File: src/rtl/rob_pkg.sv
// Shared types and constants for the reorder buffer and its lookup helper.
package rob_pkg;

    localparam int ROB_WIDTH_DEFAULT = 4;

    typedef enum logic [1:0] {
        TYPE_REG    = 2'b00,
        TYPE_STORE  = 2'b01,
        TYPE_BRANCH = 2'b10
    } rob_type_e;

    typedef struct packed {
        logic        busy;
        logic        done;
        rob_type_e   itype;
        logic [4:0]  rd;
        logic        pred_taken;
        logic [31:0] alt_pc;
        logic [31:0] val;
    } rob_entry_t;

endpackage

File: src/rtl/rob_lookup.sv
// Operand tag lookup: reports readiness and value, bypassing live write-back data.
module rob_lookup
    import rob_pkg::*;
#(
    parameter int ROB_WIDTH = ROB_WIDTH_DEFAULT
) (
    input  logic [ROB_WIDTH-1:0]              tag,
    input  logic [(1<<ROB_WIDTH)-1:0]         done_vec,
    input  logic [(1<<ROB_WIDTH)-1:0][31:0]   val_vec,
    input  logic                              alu_flag,
    input  logic [31:0]                       alu_val,
    input  logic [ROB_WIDTH-1:0]              alu_dest,
    input  logic                              lsb_flag,
    input  logic [31:0]                       lsb_val,
    input  logic [ROB_WIDTH-1:0]              lsb_dest,
    output logic                              ready,
    output logic [31:0]                       val
);

    logic alu_hit;
    logic lsb_hit;

    always_comb begin
        alu_hit = alu_flag && (alu_dest == tag);
        lsb_hit = lsb_flag && (lsb_dest == tag);
        ready   = done_vec[tag] || alu_hit || lsb_hit;
        if (alu_hit) begin
            val = alu_val;
        end else if (lsb_hit) begin
            val = lsb_val;
        end else begin
            val = val_vec[tag];
        end
    end

endmodule

File: src/rtl/reorder_buffer.sv
// Circular in-order retirement queue with dual write-back, single commit per
// cycle and branch resolution at commit (mispredict flushes everything).
module reorder_buffer
    import rob_pkg::*;
#(
    parameter int ROB_WIDTH = ROB_WIDTH_DEFAULT
) (
    input  logic                 clockIn,
    input  logic                 resetIn,
    input  logic                 readyIn,
    input  logic                 issueFlag,
    input  logic [1:0]           issueType,
    input  logic [4:0]           issueRd,
    input  logic                 issuePredTaken,
    input  logic [31:0]          issueAltPc,
    output logic [ROB_WIDTH-1:0] issueTag,
    output logic                 full,
    input  logic [ROB_WIDTH-1:0] qjTag,
    input  logic [ROB_WIDTH-1:0] qkTag,
    output logic                 qjReady,
    output logic                 qkReady,
    output logic [31:0]          qjVal,
    output logic [31:0]          qkVal,
    input  logic                 aluFlag,
    input  logic [31:0]          aluVal,
    input  logic [ROB_WIDTH-1:0] aluDest,
    input  logic                 lsbFlag,
    input  logic [31:0]          lsbVal,
    input  logic [ROB_WIDTH-1:0] lsbDest,
    output logic                 commitFlag,
    output logic [ROB_WIDTH-1:0] commitTag,
    output logic [4:0]           commitRd,
    output logic [31:0]          commitVal,
    output logic                 commitStore,
    output logic                 flushFlag,
    output logic [31:0]          flushPc
);

    localparam int ROB_SIZE = 1 << ROB_WIDTH;

    rob_entry_t           entries_q [ROB_SIZE];
    rob_entry_t           entries_d [ROB_SIZE];
    logic [ROB_WIDTH-1:0] head_q, head_d;
    logic [ROB_WIDTH-1:0] tail_q, tail_d;
    logic [ROB_WIDTH:0]   count_q, count_d;

    logic                 commit_flag_q, commit_flag_d;
    logic [ROB_WIDTH-1:0] commit_tag_q, commit_tag_d;
    logic [4:0]           commit_rd_q, commit_rd_d;
    logic [31:0]          commit_val_q, commit_val_d;
    logic                 commit_store_q, commit_store_d;
    logic                 flush_flag_q, flush_flag_d;
    logic [31:0]          flush_pc_q, flush_pc_d;

    rob_entry_t           head_entry;
    logic                 is_full;
    logic                 commit_fire;
    logic                 mispredict;
    logic                 issue_fire;

    logic [ROB_SIZE-1:0]        done_vec;
    logic [ROB_SIZE-1:0][31:0]  val_vec;

    always_comb begin
        head_entry  = entries_q[head_q];
        is_full     = (count_q == (ROB_WIDTH+1)'(ROB_SIZE));
        commit_fire = head_entry.busy && head_entry.done;
        mispredict  = commit_fire && (head_entry.itype == TYPE_BRANCH) &&
                      (head_entry.val[0] != head_entry.pred_taken);
        issue_fire  = issueFlag && !is_full;
    end

    always_comb begin
        for (int unsigned i = 0; i < ROB_SIZE; i++) begin
            done_vec[i] = entries_q[i].done;
            val_vec[i]  = entries_q[i].val;
        end
    end

    always_comb begin
        entries_d      = entries_q;
        head_d         = head_q;
        tail_d         = tail_q;
        count_d        = count_q;
        commit_flag_d  = 1'b0;
        commit_tag_d   = commit_tag_q;
        commit_rd_d    = commit_rd_q;
        commit_val_d   = commit_val_q;
        commit_store_d = commit_store_q;
        flush_flag_d   = 1'b0;
        flush_pc_d     = flush_pc_q;

        // LSB is applied first so a same-tag ALU write-back wins, matching lookup priority.
        if (lsbFlag && entries_q[lsbDest].busy) begin
            entries_d[lsbDest].done = 1'b1;
            entries_d[lsbDest].val  = lsbVal;
        end
        if (aluFlag && entries_q[aluDest].busy) begin
            entries_d[aluDest].done = 1'b1;
            entries_d[aluDest].val  = aluVal;
        end

        if (commit_fire) begin
            entries_d[head_q].busy = 1'b0;
            entries_d[head_q].done = 1'b0;
            head_d         = head_q + ROB_WIDTH'(1);
            commit_flag_d  = 1'b1;
            commit_tag_d   = head_q;
            commit_rd_d    = (head_entry.itype == TYPE_REG) ? head_entry.rd : '0;
            commit_val_d   = head_entry.val;
            commit_store_d = (head_entry.itype == TYPE_STORE);
        end

        if (issue_fire) begin
            entries_d[tail_q].busy       = 1'b1;
            entries_d[tail_q].done       = 1'b0;
            entries_d[tail_q].itype      = rob_type_e'(issueType);
            entries_d[tail_q].rd         = issueRd;
            entries_d[tail_q].pred_taken = issuePredTaken;
            entries_d[tail_q].alt_pc     = issueAltPc;
            entries_d[tail_q].val        = '0;
            tail_d = tail_q + ROB_WIDTH'(1);
        end

        case ({issue_fire, commit_fire})
            2'b10:   count_d = count_q + (ROB_WIDTH+1)'(1);
            2'b01:   count_d = count_q - (ROB_WIDTH+1)'(1);
            default: count_d = count_q;
        endcase

        if (mispredict) begin
            for (int unsigned i = 0; i < ROB_SIZE; i++) begin
                entries_d[i].busy = 1'b0;
                entries_d[i].done = 1'b0;
            end
            head_d       = '0;
            tail_d       = '0;
            count_d      = '0;
            flush_flag_d = 1'b1;
            flush_pc_d   = head_entry.alt_pc;
        end
    end

    always_ff @(posedge clockIn) begin
        if (resetIn) begin
            for (int unsigned i = 0; i < ROB_SIZE; i++) begin
                entries_q[i] <= '0;
            end
            head_q         <= '0;
            tail_q         <= '0;
            count_q        <= '0;
            commit_flag_q  <= 1'b0;
            commit_tag_q   <= '0;
            commit_rd_q    <= '0;
            commit_val_q   <= '0;
            commit_store_q <= 1'b0;
            flush_flag_q   <= 1'b0;
            flush_pc_q     <= '0;
        end else if (readyIn) begin
            entries_q      <= entries_d;
            head_q         <= head_d;
            tail_q         <= tail_d;
            count_q        <= count_d;
            commit_flag_q  <= commit_flag_d;
            commit_tag_q   <= commit_tag_d;
            commit_rd_q    <= commit_rd_d;
            commit_val_q   <= commit_val_d;
            commit_store_q <= commit_store_d;
            flush_flag_q   <= flush_flag_d;
            flush_pc_q     <= flush_pc_d;
        end
    end

    rob_lookup #(.ROB_WIDTH(ROB_WIDTH)) u_lookup_j (
        .tag      (qjTag),
        .done_vec (done_vec),
        .val_vec  (val_vec),
        .alu_flag (aluFlag),
        .alu_val  (aluVal),
        .alu_dest (aluDest),
        .lsb_flag (lsbFlag),
        .lsb_val  (lsbVal),
        .lsb_dest (lsbDest),
        .ready    (qjReady),
        .val      (qjVal)
    );

    rob_lookup #(.ROB_WIDTH(ROB_WIDTH)) u_lookup_k (
        .tag      (qkTag),
        .done_vec (done_vec),
        .val_vec  (val_vec),
        .alu_flag (aluFlag),
        .alu_val  (aluVal),
        .alu_dest (aluDest),
        .lsb_flag (lsbFlag),
        .lsb_val  (lsbVal),
        .lsb_dest (lsbDest),
        .ready    (qkReady),
        .val      (qkVal)
    );

    assign issueTag    = tail_q;
    assign full        = is_full;
    assign commitFlag  = commit_flag_q;
    assign commitTag   = commit_tag_q;
    assign commitRd    = commit_rd_q;
    assign commitVal   = commit_val_q;
    assign commitStore = commit_store_q;
    assign flushFlag   = flush_flag_q;
    assign flushPc     = flush_pc_q;

endmodule

File: config.mk
export PLATFORM = sky130hd
export DESIGN_NAME = reorder_buffer
export DESIGN_NICKNAME = d
export VERILOG_FILES = /design/src/rtl/rob_pkg.sv /design/src/rtl/rob_lookup.sv /design/src/rtl/reorder_buffer.sv
export SDC_FILE = /design/constraint.sdc
export NUM_CORES = 2
export LEC_CHECK = 0
export CAP_MARGIN = 30
export CORE_MARGIN = 4
export CORE_UTILIZATION = 43
export CTS_CLUSTER_SIZE = 12
export DETAILED_ROUTE_END_ITERATION = 10
export GPL_TIMING_DRIVEN = 0
export PLACE_DENSITY = 0.57
export SYNTH_ARGS = -nofsm -noshare
export SYNTH_HDL_FRONTEND = slang
export SYNTH_SLANG_ARGS = --single-unit
File: constraint.sdc
create_clock -name clockIn -period 4.4 [get_ports clockIn]
set_input_delay 0.44 -clock clockIn [delete_from_list [all_inputs] [get_ports clockIn]]
set_output_delay 0.44 -clock clockIn [all_outputs]
set_load 0.01 [all_outputs]
After elaboration in Yosys (flattened, before gate mapping)
Cells that the tools add are included.
{"block": "word_totals", "ff_bits": 1273, "ram_bits": 0, "romBits": 0, "in_bits": 126, "wordCells": 267, "mem_count": 0, "latch_bits": 0}
{"block": "classes", "n_eq_ne": 10, "n_bitwise": 4, "n_addsub": 4, "n_shift": 0, "muxes": 89, "n_div": 0, "magnitude_cmp": 10, "mul": 0, "n_reduce_logical": 28}
{"op": "bitwise mux 1184 bit", "n": 13}
{"op": "two-way mux 1184 bit", "n": 4}
{"op": "demux 74 bit (select 4 bit)", "n": 13}
{"op": "binary-select mux 74 bit (select 4 bit)", "n": 3}
{"op": "two-way mux 74 bit", "n": 8}
{"op": "two-way mux 73 bit", "n": 4}
{"op": "two-way mux 32 bit", "n": 9}
{"op": "binary-select mux 32 bit (select 4 bit)", "n": 2}
{"op": "two-way mux 72 bit", "n": 1}
{"op": "two-way mux 70 bit", "n": 1}
{"op": "two-way mux 65 bit", "n": 1}
{"op": "two-way mux 64 bit", "n": 1}
{"op": "two-way mux 2 bit", "n": 16}
{"op": ">= comparator 5 bit, second input constant", "n": 4}
{"op": "less-than comparator 5 x 1 -> 1 bit, second input constant", "n": 4}
{"op": "NOT 4 -> 5 bit", "n": 4}
{"op": "== test 4 bit", "n": 4}
{"op": "two-way mux 4 bit", "n": 4}
{"op": "logical AND 1 bit", "n": 14}
{"op": "less-than comparator 4 x 5 -> 1 bit, second input constant", "n": 2}
{"op": "two-way mux 5 bit", "n": 2}
{"op": "one-hot mux 5 bit (2 select lines)", "n": 1}
{"op": "AND reduction 2 bit", "n": 5}
{"op": "adder 4 x 1 -> 4 bit, second input constant", "n": 2}
{"op": "13 further kinds", "n": 23}

Longest topological paths before layout
{"block": "logic_depth", "word_depth": 23, "depth_mapped": 12}

Modules after synthesis
From an unflattened synthesis, not the netlist that was laid out.
{"block": "unflattened", "hier_cells": 7870, "area_unflattened_um2": 71736.3}
{"module": "reorder_buffer", "n_inst": 1, "cells_each": 6986, "area_each_um2": 61994.5, "seq_area_each_um2": 25484.4}
{"module": "rob_lookup", "n_inst": 2, "cells_each": 442, "area_each_um2": 4870.9, "seq_area_each_um2": 0.0}

Worst setup path after synthesis
No wires, ideal clock.
{"block": "synth_timing", "path_type": "input to output", "start": "input qjTag[0]", "end": "output qjVal[11]", "t_required_ns": 3.960, "path_stages": 8, "path_buffers": 4, "t_arrival_ns": 2.685, "slack_ns": 1.275, "path_cell_list": "buf_2 buf_2 buf_1 clkbuf_1 mux4_2 mux4_2 mux2i_1 o21ai_0"}
{"block": "synth_between", "elab_chain_len": 4, "elab_cells_between_ends": 8}
{"element": "start, declared", "line": "reorder_buffer.sv:18", "rtl": "input logic [ROB_WIDTH-1:0] qjTag,"}
{"element": "binary-select mux 32 bit (select 4 bit) / == test 4 bit (equally long branches)", "line": "rob_lookup.sv:32, rob_lookup.sv:25"}
{"element": "two-way mux 32 bit (not written as such) / logical AND 1 bit (equally long branches)", "line": "rob_lookup.sv:32, rob_lookup.sv:25"}
{"element": "two-way mux 32 bit", "line": "rob_lookup.sv:29", "rtl": "end else if (lsb_hit) begin"}
{"element": "two-way mux 32 bit (*)", "line": "rob_lookup.sv:27", "rtl": "if (alu_hit) begin"}
{"element": "end, declared", "line": "reorder_buffer.sv:22", "rtl": "output logic [31:0] qjVal,"}
Every way passes the cells marked *; elsewhere a longest branch is shown, timed or not. The select of a mux whose other input is x is not followed.

Worst setup path after layout
{"block": "layout_timing", "start": "input qkTag[0]", "end": "output qkVal[21]"}
{"block": "layout_between", "elab_chain_len": 4, "elab_cells_between_ends": 8}
{"element": "start, declared", "line": "reorder_buffer.sv:19", "rtl": "input logic [ROB_WIDTH-1:0] qkTag,"}
{"element": "binary-select mux 32 bit (select 4 bit) / == test 4 bit (equally long branches)", "line": "rob_lookup.sv:32, rob_lookup.sv:25"}
{"element": "two-way mux 32 bit (not written as such) / logical AND 1 bit (equally long branches)", "line": "rob_lookup.sv:32, rob_lookup.sv:25"}
{"element": "two-way mux 32 bit", "line": "rob_lookup.sv:29"}
{"element": "two-way mux 32 bit (*)", "line": "rob_lookup.sv:27"}
{"element": "end, declared", "line": "reorder_buffer.sv:23", "rtl": "output logic [31:0] qkVal,"}
Marks and branches as above.

==> results.toml <==
[status]
status = "finished, violations left"
violations = "negative setup slack"

[cts]
cts_buffers = 152
clock-sinks = 1273
cts-root-buf = "clkbuf_16"
htreeDepth = 4
clk-insertion-delay-late_ps = 840
cts_tree = "yes"
clk_pin_slew_worst_paths_ps = 60
cts_buffer_depth = 3

[critical_path]
critical_path_class = "input port to output pin"
slowest_stage = "clkdlybuf4s50_1"
arrival_ps = 4020
crit_buf_inv = 6
worstPathRequired_ps = 3960
path_delay_family = "buffers and inverters"
crit_path_max_incr_delay_ps = 650
path_cells = "buf_2 > buf_4 > buf_4 > xor2_1 > nor4_4 > buf_4 > buf_4 > mux2i_1 > o21ai_1 > clkdlybuf4s50_1"
crit_path_start_kind = "input port"
cp-end-kind = "output pin"
crit_fanout = 10
path_common_cell = "buf_4"
r2r_slack_ps = -20

[yosys]
netlist_area_um2 = 71600
syn_nets = 7922
seq_area_frac_synth_pct = 35.6
avgSynthCellArea_um2 = 9.19
synth_top_cell_by_area = "dfxtp_1"
synth_ff_type = "dfxtp_1"
synth-seq-cells = 1273
yosysTopAreaCellShare_pct = 35.6
yosys_warnings = 0
ys_async_sr_fraction_pct = 0
synthTopCellsByArea = "dfxtp_1, mux4_2, nand2_1, mux2i_1, a21oi_1"
synth_cell_types = 59
synth_edf_count = 0
syn_inst = 7786

[floorplanning]
initial_core_util_pct = 43.3
die_h_um = 416
coreArea_um2 = 165000
pin_count = 273
num_rows = 149
fp.dieW_um = 416
die_area_um2 = 173000

[grt]
grt_overflow = 0
grt_pass1_vias = 64700
grt_max_degree = 17
antenna_found_initial = 32
grt_use_total_pct = 38.4
grt_pass1_wl_um = 477000

[routing]
route.vias.total = 67900
vias_per_cell = 6.44
drt_iter0_drc = 8479
wl_per_cell_um = 32.6
drc = 0
dr.pass1.iters = 7
wirelength_um = 344000
antenna_left = 0

[final_layout]
fin_area_um2 = 83000
area_growth_pct = 15.9
drive_gt1_share_pct = 14.7
nets = 8352
finalNonFillerCells = 10600

[timing]
maxSlewHeadroom_pct = 20.6
slew_violations = 0
hold_viol_final = 0
post-route-period-util_pct = 101
max_clock_freq_mhz = 224
rsz0062_at_grt = "no"
layout_min_cycle_time_ps = 4460
fin_setup_tns_ps = -186
fin_skew_ps = 45.0
setup_viol = 8
worst_pin_slew_ps = 1190
layout_setup_ws_ps = -57.0

[pwr]
power_frac_seq_pct = 43.3
p_sw_mw = 7.10
power.density_nw_per_um2 = 323
switching_share_pct = 26.5
power.leakage_nw = 31.8
power.internal_mw = 19.7
p_comb_share_pct = 7.4
vdd_drop_max_uv = 442
pwr-share-clk_pct = 49.4

[min_path]
hp-class = "input port to register"

[placement]
dp.cells = 10200
place_hpwl_um = 271000
placement.io_buffers = 159
gp_congestion = 1.10
placed_area_um2 = 77200

[job]
drv_cap = 0
==> synth_stat cells, types with 4 or more instances <==
library cell,instances
nand3_1,29
and3_1,12
mux2i_1,608
nand4_1,17
dfxtp_1,1273
or3_1,4
nor2b_1,7
buf_1,93
clkbuf_1,685
a31o_2,4
a22o_1,385
nand2b_1,5
o21ai_0,359
nand2_1,1749
buf_4,9
ha_1,10
nor2_1,448
buf_2,129
a22oi_1,6
and2_1,14
and4_1,4
a21oi_1,1107
nor4_1,5
inv_1,23
xor2_1,13
a31oi_1,24
a211oi_1,16
mux4_2,696
xnor2_1,8
==> worst paths after layout <==
kind	from	endpoint	cells past startpoint
worst max-delay path	qkTag[0]	qkVal[21]	10
worst min-delay path	issueAltPc[26]	entries_q[58]	3
worst max register to register	head_q[0]	flushPc[30]	9
worst min register to register	entries_q[48]	entries_q[48]	2
==> tightest hold or removal path, stage by stage <==
cell      delay [ps]
clkbuf_1         200
nand2_1          110
a21oi_1           60
==> metrics by stage <==
stage | setup slack, ps | hold slack [ps] | total power [mW] | util, %
floorplan | 1280 | 433 | 12.7 | -
global placement | -2190 | 438 | 13.6 | 45.9
detailed placement | -1260 | 444 | 13.7 | 46.7
CTS | 5.99 | 2.98 | 26.7 | 50.1
global route | 12.9 | 23.7 | 27.3 | 50.2
finish | -57.0 | 23.9 | 26.8 | 50.2
==> power by group through the flow <==
stage,Sequential (mW),Combinational (mW),Clock [mW]
3_5_place_dp,11.8,1.84,0
5_1_grt,11.6,1.99,13.7
3_3_place_gp,11.8,1.74,0
6_report,11.6,1.97,13.2
2_1_floorplan,11.8,0.906,0
4_1_cts,11.6,1.88,13.3
==> state kept, by name, summed over array words and instances, names as in the netlist <==
register     cells
commitVal       32
done_vec        16
commitStore      1
commitTag        4
flushFlag        1
commitFlag       1
head_q           4
flushPc         32
issueTag         4
entries_q     1168
count_q          5
commitRd         5
==> timing repair <==
item,4_1_cts,5_1_grt
setup endpoints to repair,114,77
resized for setup,83,25
pin swaps,2,1
hold buffers,27,0
buffers inserted,1,2
hold endpoints to repair,160,0
==> final cells by class <==
cell class                      count  area, µm²
Fill cell                       15600      82200
Multi-Input combinational cell   5569      42400
Sequential cell                  1273      25500
Clock buffer                      217       4330
Buffer                            918       3790
Timing Repair Buffer              277       3260
Tap cell                         2189       2740
Clock inverter                     55        812
Inverter                           25       93.8
Antenna cell                       27       67.6
==> metal layers <==
layer | part of all wire (%) | routed length (µm) | up-vias | track usage [%]
met5 | 0.036 | 124 | - | 0.417
met1 | 35 | 121000 | 33500 | 44.4
met3 | 11 | 37300 | 1184 | 11.0
met2 | 45 | 155000 | 4406 | 61.0
met4 | 8.8 | 30300 | 6 | 27.6
li1 | - | - | 28900 | -
==> cells by family (layout without fill, tap and decap cells) <==
group	count (synthesis)	count (layout)	share of synthesized area (%)
multiplexers	1304	1304	30.4
XOR/XNOR	22	22	0.280
buffers and inverters	944	1492	5.26
other	0	27	0
AO/OA/AOI/OAI	1918	1918	15.7
adder cells (fa/ha/maj)	10	10	0.175
flip-flops	1273	1273	35.6
AND/OR/NAND/NOR	2315	2315	12.6
==> layout by cell type (no fill, tap or decap), drive strengths merged, types with 36 or more instances in the layout <==
master / count
dfxtp: 1273
mux2i: 608
clkdlybuf4s50: 158
o21ai: 360
nand2: 1749
clkbuf: 907
mux4: 696
nor2: 448
a21oi: 1107
buf: 319
clkinv: 36
a22o: 385
(Power assumes the default switching activity.)
